==> config.mk <==
export PLATFORM = sky130hd
export DESIGN_NAME = riscv_retire_trace_flat
export DESIGN_NICKNAME = d
export VERILOG_FILES = /design/src/rtl/riscv_retire_trace_if.sv /design/src/rtl/riscv_retire_trace.sv /design/src/flat_wrapper.sv
export SDC_FILE = /design/constraint.sdc
export NUM_CORES = 2
export LEC_CHECK = 0
export CORE_ASPECT_RATIO = 0.6
export CORE_MARGIN = 5
export CORE_UTILIZATION = 50
export CTS_CLUSTER_DIAMETER = 150
export DETAILED_ROUTE_END_ITERATION = 8
export PLACE_DENSITY = 0.7
export SKIP_CTS_REPAIR_TIMING = 1
export SYNTH_ARGS = -nofsm -noshare
export SYNTH_HDL_FRONTEND = slang
export SYNTH_SLANG_ARGS = --single-unit
==> constraint.sdc <==
create_clock -name clk_i -period 5.15 [get_ports clk_i]
set_input_delay 0.7725 -clock clk_i [delete_from_list [all_inputs] [get_ports clk_i]]
set_output_delay 0.7725 -clock clk_i [all_outputs]
set_load 0.005 [all_outputs]
==> src/rtl/riscv_retire_trace_if.sv <==
// riscv_retire_trace_if: the trace drain port of the retirement monitor.
//   master (monitor): drives trace_valid_o and the head record fields, samples trace_ready_i
//   slave  (consumer): samples the head record, drives trace_ready_i
// A record is consumed on any cycle with trace_valid_o && trace_ready_i.
interface riscv_retire_trace_if;
  logic        trace_valid_o;
  logic        trace_ready_i;
  logic [31:0] trace_pc_o;
  logic [31:0] trace_opcode_o;
  logic [31:0] trace_result_o;
  logic [4:0]  trace_rd_o;
  logic        trace_pipe_o;

  modport master (
    output trace_valid_o, trace_pc_o, trace_opcode_o, trace_result_o, trace_rd_o, trace_pipe_o,
    input  trace_ready_i
  );

  modport slave (
    input  trace_valid_o, trace_pc_o, trace_opcode_o, trace_result_o, trace_rd_o, trace_pipe_o,
    output trace_ready_i
  );
endinterface

==> src/rtl/riscv_retire_trace.sv <==
// riscv_retire_trace: retirement monitor behind the dual-issue writeback stage.
//   clk_i, rst_i        clock, synchronous active-high reset
//   pipe0_* / pipe1_*   retire records; pipe1 is younger than pipe0 in the same cycle
//   trace               first-word-fall-through drain of buffered records (master modport)
//   cycle_count_o       cycles since reset, frozen at halt
//   instr_count_o       retired instructions since reset, frozen at halt
//   drop_count_o        records lost to a full FIFO, saturating
//   halt_o              sticky, rises HALT_DELAY cycles after a CSRRW retires
// Optional build macro RETIRE_TRACE_FILTER_EN: records with rd==0 are counted
// and can trigger halt, but are never buffered (and never count as drops).
module riscv_retire_trace #(
  parameter int DEPTH      = 16,
  parameter int HALT_DELAY = 10
) (
  input  logic                        clk_i,
  input  logic                        rst_i,
  input  logic                        pipe0_valid_i,
  input  logic [31:0]                 pipe0_pc_i,
  input  logic [31:0]                 pipe0_opcode_i,
  input  logic [4:0]                  pipe0_rd_i,
  input  logic [31:0]                 pipe0_result_i,
  input  logic                        pipe1_valid_i,
  input  logic [31:0]                 pipe1_pc_i,
  input  logic [31:0]                 pipe1_opcode_i,
  input  logic [4:0]                  pipe1_rd_i,
  input  logic [31:0]                 pipe1_result_i,
  riscv_retire_trace_if.master        trace,
  output logic [31:0]                 cycle_count_o,
  output logic [31:0]                 instr_count_o,
  output logic [15:0]                 drop_count_o,
  output logic                        halt_o
);
  localparam int AW = $clog2(DEPTH);
  localparam int CW = AW + 1;

  typedef struct packed {
    logic [31:0] pc;
    logic [31:0] opcode;
    logic [4:0]  rd;
    logic [31:0] result;
    logic        pipe;
  } rec_t;

  typedef enum logic [1:0] {RUN, DELAY, HALTED} state_e;

  rec_t          mem_q [DEPTH];
  rec_t          mem_d [DEPTH];
  logic [AW-1:0] wr_ptr_q, wr_ptr_d, rd_ptr_q, rd_ptr_d;
  logic [CW-1:0] count_q, count_d;
  logic [31:0]   cycle_q, cycle_d, instr_q, instr_d;
  logic [15:0]   drop_q, drop_d;
  state_e        state_q, state_d;
  logic [7:0]    timer_q, timer_d;
  logic          halt_q, halt_d;

  logic          active, want0, want1, do0, do1, det, pop;
  logic [CW-1:0] free;
  logic [1:0]    npush, ndrop;
  logic [16:0]   drop_sum;
  rec_t          rec0, rec1, head;

  always_comb begin
    active = (state_q != HALTED);
`ifdef RETIRE_TRACE_FILTER_EN
    want0 = active && pipe0_valid_i && (pipe0_rd_i != 5'd0);
    want1 = active && pipe1_valid_i && (pipe1_rd_i != 5'd0);
`else
    want0 = active && pipe0_valid_i;
    want1 = active && pipe1_valid_i;
`endif
    // Space is judged on the start-of-cycle count; a same-cycle pop does not help.
    free  = CW'(DEPTH) - count_q;
    do0   = want0 && (free != '0);
    do1   = want1 && ((free >= CW'(2)) || ((free == CW'(1)) && !do0));
    npush = {1'b0, do0} + {1'b0, do1};
    ndrop = {1'b0, want0 && !do0} + {1'b0, want1 && !do1};
    pop   = (count_q != '0) && trace.trace_ready_i;

    rec0 = '{pc: pipe0_pc_i, opcode: pipe0_opcode_i, rd: pipe0_rd_i, result: pipe0_result_i, pipe: 1'b0};
    rec1 = '{pc: pipe1_pc_i, opcode: pipe1_opcode_i, rd: pipe1_rd_i, result: pipe1_result_i, pipe: 1'b1};

    mem_d = mem_q;
    if (do0) mem_d[wr_ptr_q] = rec0;
    if (do1) mem_d[wr_ptr_q + AW'(do0)] = rec1;

    wr_ptr_d = wr_ptr_q + AW'(npush);
    rd_ptr_d = rd_ptr_q + AW'(pop);
    count_d  = count_q + CW'(npush) - CW'(pop);

    drop_sum = {1'b0, drop_q} + 17'(ndrop);
    drop_d   = drop_sum[16] ? 16'hFFFF : drop_sum[15:0];

    cycle_d = cycle_q;
    instr_d = instr_q;
    if (active) begin
      cycle_d = cycle_q + 32'd1;
      instr_d = instr_q + 32'(pipe0_valid_i) + 32'(pipe1_valid_i);
    end

    // CSRRW: SYSTEM major opcode with funct3 = 001.
    det = (pipe0_valid_i && pipe0_opcode_i[6:0] == 7'b1110011 && pipe0_opcode_i[14:12] == 3'b001) ||
          (pipe1_valid_i && pipe1_opcode_i[6:0] == 7'b1110011 && pipe1_opcode_i[14:12] == 3'b001);

    state_d = state_q;
    timer_d = timer_q;
    halt_d  = halt_q;
    case (state_q)
      RUN: if (det) begin
        state_d = DELAY;
        timer_d = 8'(HALT_DELAY - 1);
      end
      DELAY: if (timer_q == 8'd0) begin
        state_d = HALTED;
        halt_d  = 1'b1;
      end else begin
        timer_d = timer_q - 8'd1;
      end
      HALTED: halt_d = 1'b1;
      default: state_d = RUN;
    endcase
  end

  always_ff @(posedge clk_i) begin
    if (rst_i) begin
      wr_ptr_q <= '0;
      rd_ptr_q <= '0;
      count_q  <= '0;
      cycle_q  <= '0;
      instr_q  <= '0;
      drop_q   <= '0;
      state_q  <= RUN;
      timer_q  <= '0;
      halt_q   <= 1'b0;
    end else begin
      wr_ptr_q <= wr_ptr_d;
      rd_ptr_q <= rd_ptr_d;
      count_q  <= count_d;
      cycle_q  <= cycle_d;
      instr_q  <= instr_d;
      drop_q   <= drop_d;
      state_q  <= state_d;
      timer_q  <= timer_d;
      halt_q   <= halt_d;
    end
  end

  // Storage needs no reset: nothing is read unless count_q says it was written.
  always_ff @(posedge clk_i) mem_q <= mem_d;

  // Head fields are forced to zero when empty so stale entries never leak out.
  always_comb begin
    head                 = mem_q[rd_ptr_q];
    trace.trace_valid_o  = (count_q != '0);
    trace.trace_pc_o     = trace.trace_valid_o ? head.pc     : 32'd0;
    trace.trace_opcode_o = trace.trace_valid_o ? head.opcode : 32'd0;
    trace.trace_result_o = trace.trace_valid_o ? head.result : 32'd0;
    trace.trace_rd_o     = trace.trace_valid_o ? head.rd     : 5'd0;
    trace.trace_pipe_o   = trace.trace_valid_o && head.pipe;
  end

  assign cycle_count_o = cycle_q;
  assign instr_count_o = instr_q;
  assign drop_count_o  = drop_q;
  assign halt_o        = halt_q;
endmodule

==> src/flat_wrapper.sv <==
// flat-port wrapper written by rule: the top's interface ports become plain ports
module riscv_retire_trace_flat 
#(
  parameter int DEPTH      = 16,
  parameter int HALT_DELAY = 10
)
  (clk_i, rst_i, pipe0_valid_i, pipe0_pc_i, pipe0_opcode_i, pipe0_rd_i, pipe0_result_i, pipe1_valid_i, pipe1_pc_i, pipe1_opcode_i, pipe1_rd_i, pipe1_result_i, cycle_count_o, instr_count_o, drop_count_o, halt_o, trace_trace_valid_o, trace_trace_pc_o, trace_trace_opcode_o, trace_trace_result_o, trace_trace_rd_o, trace_trace_pipe_o, trace_trace_ready_i);
  riscv_retire_trace_if trace_i ();
  input  logic clk_i;
  input  logic rst_i;
  input  logic pipe0_valid_i;
  input  logic [31:0] pipe0_pc_i;
  input  logic [31:0] pipe0_opcode_i;
  input  logic [4:0] pipe0_rd_i;
  input  logic [31:0] pipe0_result_i;
  input  logic pipe1_valid_i;
  input  logic [31:0] pipe1_pc_i;
  input  logic [31:0] pipe1_opcode_i;
  input  logic [4:0] pipe1_rd_i;
  input  logic [31:0] pipe1_result_i;
  output logic [31:0] cycle_count_o;
  output logic [31:0] instr_count_o;
  output logic [15:0] drop_count_o;
  output logic halt_o;
  output wire logic [$bits(trace_i.trace_valid_o)-1:0] trace_trace_valid_o;
  output wire logic [$bits(trace_i.trace_pc_o)-1:0] trace_trace_pc_o;
  output wire logic [$bits(trace_i.trace_opcode_o)-1:0] trace_trace_opcode_o;
  output wire logic [$bits(trace_i.trace_result_o)-1:0] trace_trace_result_o;
  output wire logic [$bits(trace_i.trace_rd_o)-1:0] trace_trace_rd_o;
  output wire logic [$bits(trace_i.trace_pipe_o)-1:0] trace_trace_pipe_o;
  input wire logic [$bits(trace_i.trace_ready_i)-1:0] trace_trace_ready_i;
  assign trace_trace_valid_o = trace_i.trace_valid_o;
  assign trace_trace_pc_o = trace_i.trace_pc_o;
  assign trace_trace_opcode_o = trace_i.trace_opcode_o;
  assign trace_trace_result_o = trace_i.trace_result_o;
  assign trace_trace_rd_o = trace_i.trace_rd_o;
  assign trace_trace_pipe_o = trace_i.trace_pipe_o;
  assign trace_i.trace_ready_i = trace_trace_ready_i;
  riscv_retire_trace #(.DEPTH(DEPTH), .HALT_DELAY(HALT_DELAY)) u_core (.clk_i(clk_i), .rst_i(rst_i), .pipe0_valid_i(pipe0_valid_i), .pipe0_pc_i(pipe0_pc_i), .pipe0_opcode_i(pipe0_opcode_i), .pipe0_rd_i(pipe0_rd_i), .pipe0_result_i(pipe0_result_i), .pipe1_valid_i(pipe1_valid_i), .pipe1_pc_i(pipe1_pc_i), .pipe1_opcode_i(pipe1_opcode_i), .pipe1_rd_i(pipe1_rd_i), .pipe1_result_i(pipe1_result_i), .trace(trace_i), .cycle_count_o(cycle_count_o), .instr_count_o(instr_count_o), .drop_count_o(drop_count_o), .halt_o(halt_o));
endmodule
==> results by group <==
Status
  – Status: complete, but fails checks
  – Failing checks: design-rule violations

Floorplan
  – Die height: 337 µm
  – Core Area: 0.178 mm²
  – Full die area: 0.187 mm²
  – Starting density of the core: 50.1%
  – IO Pins: 391
  – Die width: 555 µm
  – Num rows: 120

Pwr
  – Reg power frac: 35.1%
  – Lkg Pwr: 45.6 nW
  – Pwr Density: 578 mW/mm²
  – Total Power: 0.0580 W
  – Worst vdd rail ir drop: 0.467 mV
  – Pint: 0.0374 W
  – Power share of the combinational group: 42.4%
  – Net Sw Frac: 35.5%
  – Clk network pwr share: 22.4%
  – P_sw: 0.0206 W

Hold path
  – Hold WC Path Type: flop to flop
  – Worst hold path stage count: 2

Finish
  – Non-filler cells, final: 10,600
  – Util after Layout: 56.5%
  – Fill count: 14,700
  – Area Overhead vs Synth: 12.6%
  – Nets: 8,261
  – Proportion of layout cells with a drive suffix above 1: 18.6%
  – Post-route cell area: 0.100 mm²

Global routing
  – First-pass GRT wire length: 512 mm
  – Largest net degree at the start of global routing: 193
  – Initial antenna violation count: 47
  – GRT Util Overall: 36.2%
  – Top Usage Layer GRT: met2
  – Vias in the first global route: 75,100
  – Global route total overflow: 0
  – GRT met3 Usage: 12.8%
  – Met1 Track Usage GR: 48.5%
  – Met2 Usage GRT: 53.0%

Setup path
  – Worst path required time: 4.38 ns
  – Worst r2r path cells: 17
  – Arrival @ worst endpoint: 4.09 ns
  – CP endpoint kind: output port
  – Startpoint types: flop
  – Crit Path Max Fanout: 36
  – Setup CP Type: flop to output port

Timing
  – Max frequency: 0.206 GHz
  – Clock skew: 0.0363 ns
  – Crit share post-route: 94.3%
  – Final Max Slew Viols: 0
  – Final setup violation count: 0
  – Rel. slew slack: 15.7%
  – Final Hold Viols: 0
  – RSZ-0062 raised after global routing: false
  – Setup_tns: 0 ns
  – Slew @ Worst Pin: 1.26 ns
  – Min Tclk post-route: 4.86 ns

CTS
  – Num CTS Buffers: 173
  – CTS Root Cell: clkbuf_16
  – TritonCTS Sinks: 1,736
  – Reg clk slew, reported paths: 0.06 ns
  – Skew-Pair Late Insertion Delay: 0.85 ns
  – Clock Path Buffers: 4
  – Htree depth: 4
  – TritonCTS clock tree: built

Logic synthesis
  – Prevailing post-synth register cell: dfxtp_1
  – Yosys top cell by area: dfxtp_1
  – Synth top area cells: dfxtp_1 39%, mux4_2 13%, mux2i_1 13%
  – Syn Nets: 8,409
  – Cell area after synthesis: 0.0891 mm²
  – Seq/Total Area, Yosys: 39.0%
  – Share of the synthesized area in the top cell type: 39.0%
  – Avg Inst Size Synth: 10.9 µm²
  – #FFs+latches synth: 1,736
  – Synth cell types: 63
  – Yosys warns: 0
  – Post-Syn Instances: 8,174
  – Number of synthesized flops with an enable pin: 0
  – Post-synth ARST share: 0%

Drt
  – Via density: 7.17
  – Drt initial violations: 11,800
  – DRT Pass-1 Iters: 9
  – WL/cell: 33.6 µm
  – Post-route ant nets: 0
  – Final WL: 355 mm
  – Post-route DRC violation count: 2
  – Vias: 75,800

Flow run
  – Max-cap violations: 0

Placed design
  – RePlAce Congestion: 0.842
  – Input/output buffers: 390
  – Placed instance count: 10,200
  – Detail Placement HPWL: 198 mm
  – DP Area: 0.0947 mm²
==> critical path, cell delays in order (launching register included) <==
cell             delay, ns
dfxtp_4               1.09
buf_4                 0.43
mux4_2                0.34
mux4_2                0.62
and2_1                0.26
clkdlybuf4s50_1       0.49
==> sequential cells by signal, indices dropped and copies added (netlist names) <==
signal / cells
u_core.wr_ptr_q: 4
u_core.instr_count_o: 32
u_core.count_q: 5
u_core.cycle_count_o: 32
u_core.timer_q: 8
u_core.drop_count_o: 16
u_core.halt_o: 1
u_core.rd_ptr_q: 4
u_core.state_q: 2
u_core.mem_q: 1632
==> layout make-up <==
cell class | count | area [µm²] | area share, %
diodes | 32 | 80.1 | 0.0798
clock buffers | 255 | 5130 | 5.11
clock inverters | 46 | 493 | 0.491
inverters | 443 | 1670 | 1.66
multi-input cells | 5079 | 48700 | 48.5
flip-flops and latches | 1736 | 34800 | 34.6
well taps | 2379 | 2980 | 2.97
repair buffers | 593 | 6540 | 6.52
==> layer usage <==
| metal | routed length (µm) | share of wire, % |
|---|---|---|
| met1 | 137000 | 39 |
| met2 | 149000 | 42 |
| met3 | 51900 | 15 |
| met4 | 16400 | 4.6 |
| met5 | 159 | 0.045 |
==> Yosys cell counts, types with 4 or more instances <==
| cell | n |
|---|---|
| a21oi_1 | 326 |
| xnor2_1 | 33 |
| a32oi_1 | 303 |
| xor2_1 | 37 |
| or3_1 | 19 |
| nand2_1 | 263 |
| and4_1 | 14 |
| mux2i_1 | 1142 |
| nor3_1 | 301 |
| nand3_1 | 34 |
| nor4_1 | 23 |
| mux2_2 | 486 |
| clkinv_1 | 9 |
| o2bb2ai_1 | 392 |
| nor4b_1 | 7 |
| fa_1 | 4 |
| nand4_1 | 51 |
| and2_1 | 211 |
| nand4b_1 | 5 |
| o22ai_1 | 202 |
| dfxtp_1 | 1736 |
| a2bb2oi_1 | 214 |
| o21ai_0 | 20 |
| nor2b_1 | 20 |
| buf_2 | 156 |
| ha_1 | 24 |
| and3_1 | 7 |
| buf_4 | 59 |
| mux2_1 | 108 |
| clkbuf_1 | 515 |
| a31oi_1 | 206 |
| clkbuf_2 | 10 |
| inv_1 | 433 |
| buf_1 | 123 |
| mux4_2 | 510 |
| nor2_1 | 77 |
| nand2b_1 | 10 |
| buf_6 | 53 |
==> per-stage QoR <==
stage	worst slack, ns	hold slack [ns]
floorplan	0.939	0.418
global placement	0.317	0.427
detailed placement	0.257	0.435
CTS	0.341	0.445
global route	0.194	0.461
finish	0.291	0.446
==> worst paths after layout <==
kind / end / slack, ns / startpoint
max: trace_trace_opcode_o[18] / 0.29 / u_core.rd_ptr_q[1]$_SDFF_PP0_
min: u_core.halt_o$_SDFFE_PP0P_ / 0.45 / u_core.halt_o$_SDFFE_PP0P_
max reg2reg: u_core.mem_q[599]$_DFF_P_ / 0.44 / u_core.count_q[0]$_SDFF_PP0_
min reg2reg: u_core.halt_o$_SDFFE_PP0P_ / 0.45 / u_core.halt_o$_SDFFE_PP0P_
==> cell usage in the layout (no fill, tap or decap), types with 210 or more instances in the layout <==
cell and instances:
a2bb2oi_1 214, mux2_2 486, and2_1 210, inv_1 432, nand2_1 261, nor3_1 299, a32oi_1 303, mux4_2 510
clkdlybuf4s50_1 389, dfxtp_1 1731, mux2i_1 1142, o2bb2ai_1 392, a21oi_1 326
==> power groups by stage <==
| stage | clock (W) | combinational, W | sequential [W] |
|---|---|---|---|
| after floorplan | 0 | 0.0164 | 0.0195 |
| after global placement | 0 | 0.0231 | 0.0201 |
| after detailed placement | 0 | 0.0239 | 0.0204 |
| after CTS | 0.0130 | 0.0240 | 0.0201 |
| after global routing | 0.0136 | 0.0257 | 0.0206 |
| final | 0.0130 | 0.0246 | 0.0204 |
==> logic make-up (layout without fill, tap and decap cells) <==
logic type | after synthesis | after routing | synth area share (%)
muxes | 2246 | 2246 | 33.2
xor gates and xnor gates | 70 | 70 | 0.688
other | 0 | 32 | 0
adders and majority gates | 28 | 28 | 0.427
AOI/OAI and AO/OA | 1682 | 1682 | 13.9
and+or+nand+nor | 1053 | 1053 | 6.09
DFF | 1736 | 1736 | 39.0
buffers and inverters | 1359 | 1337 | 6.65
(Power assumes the default switching activity.)
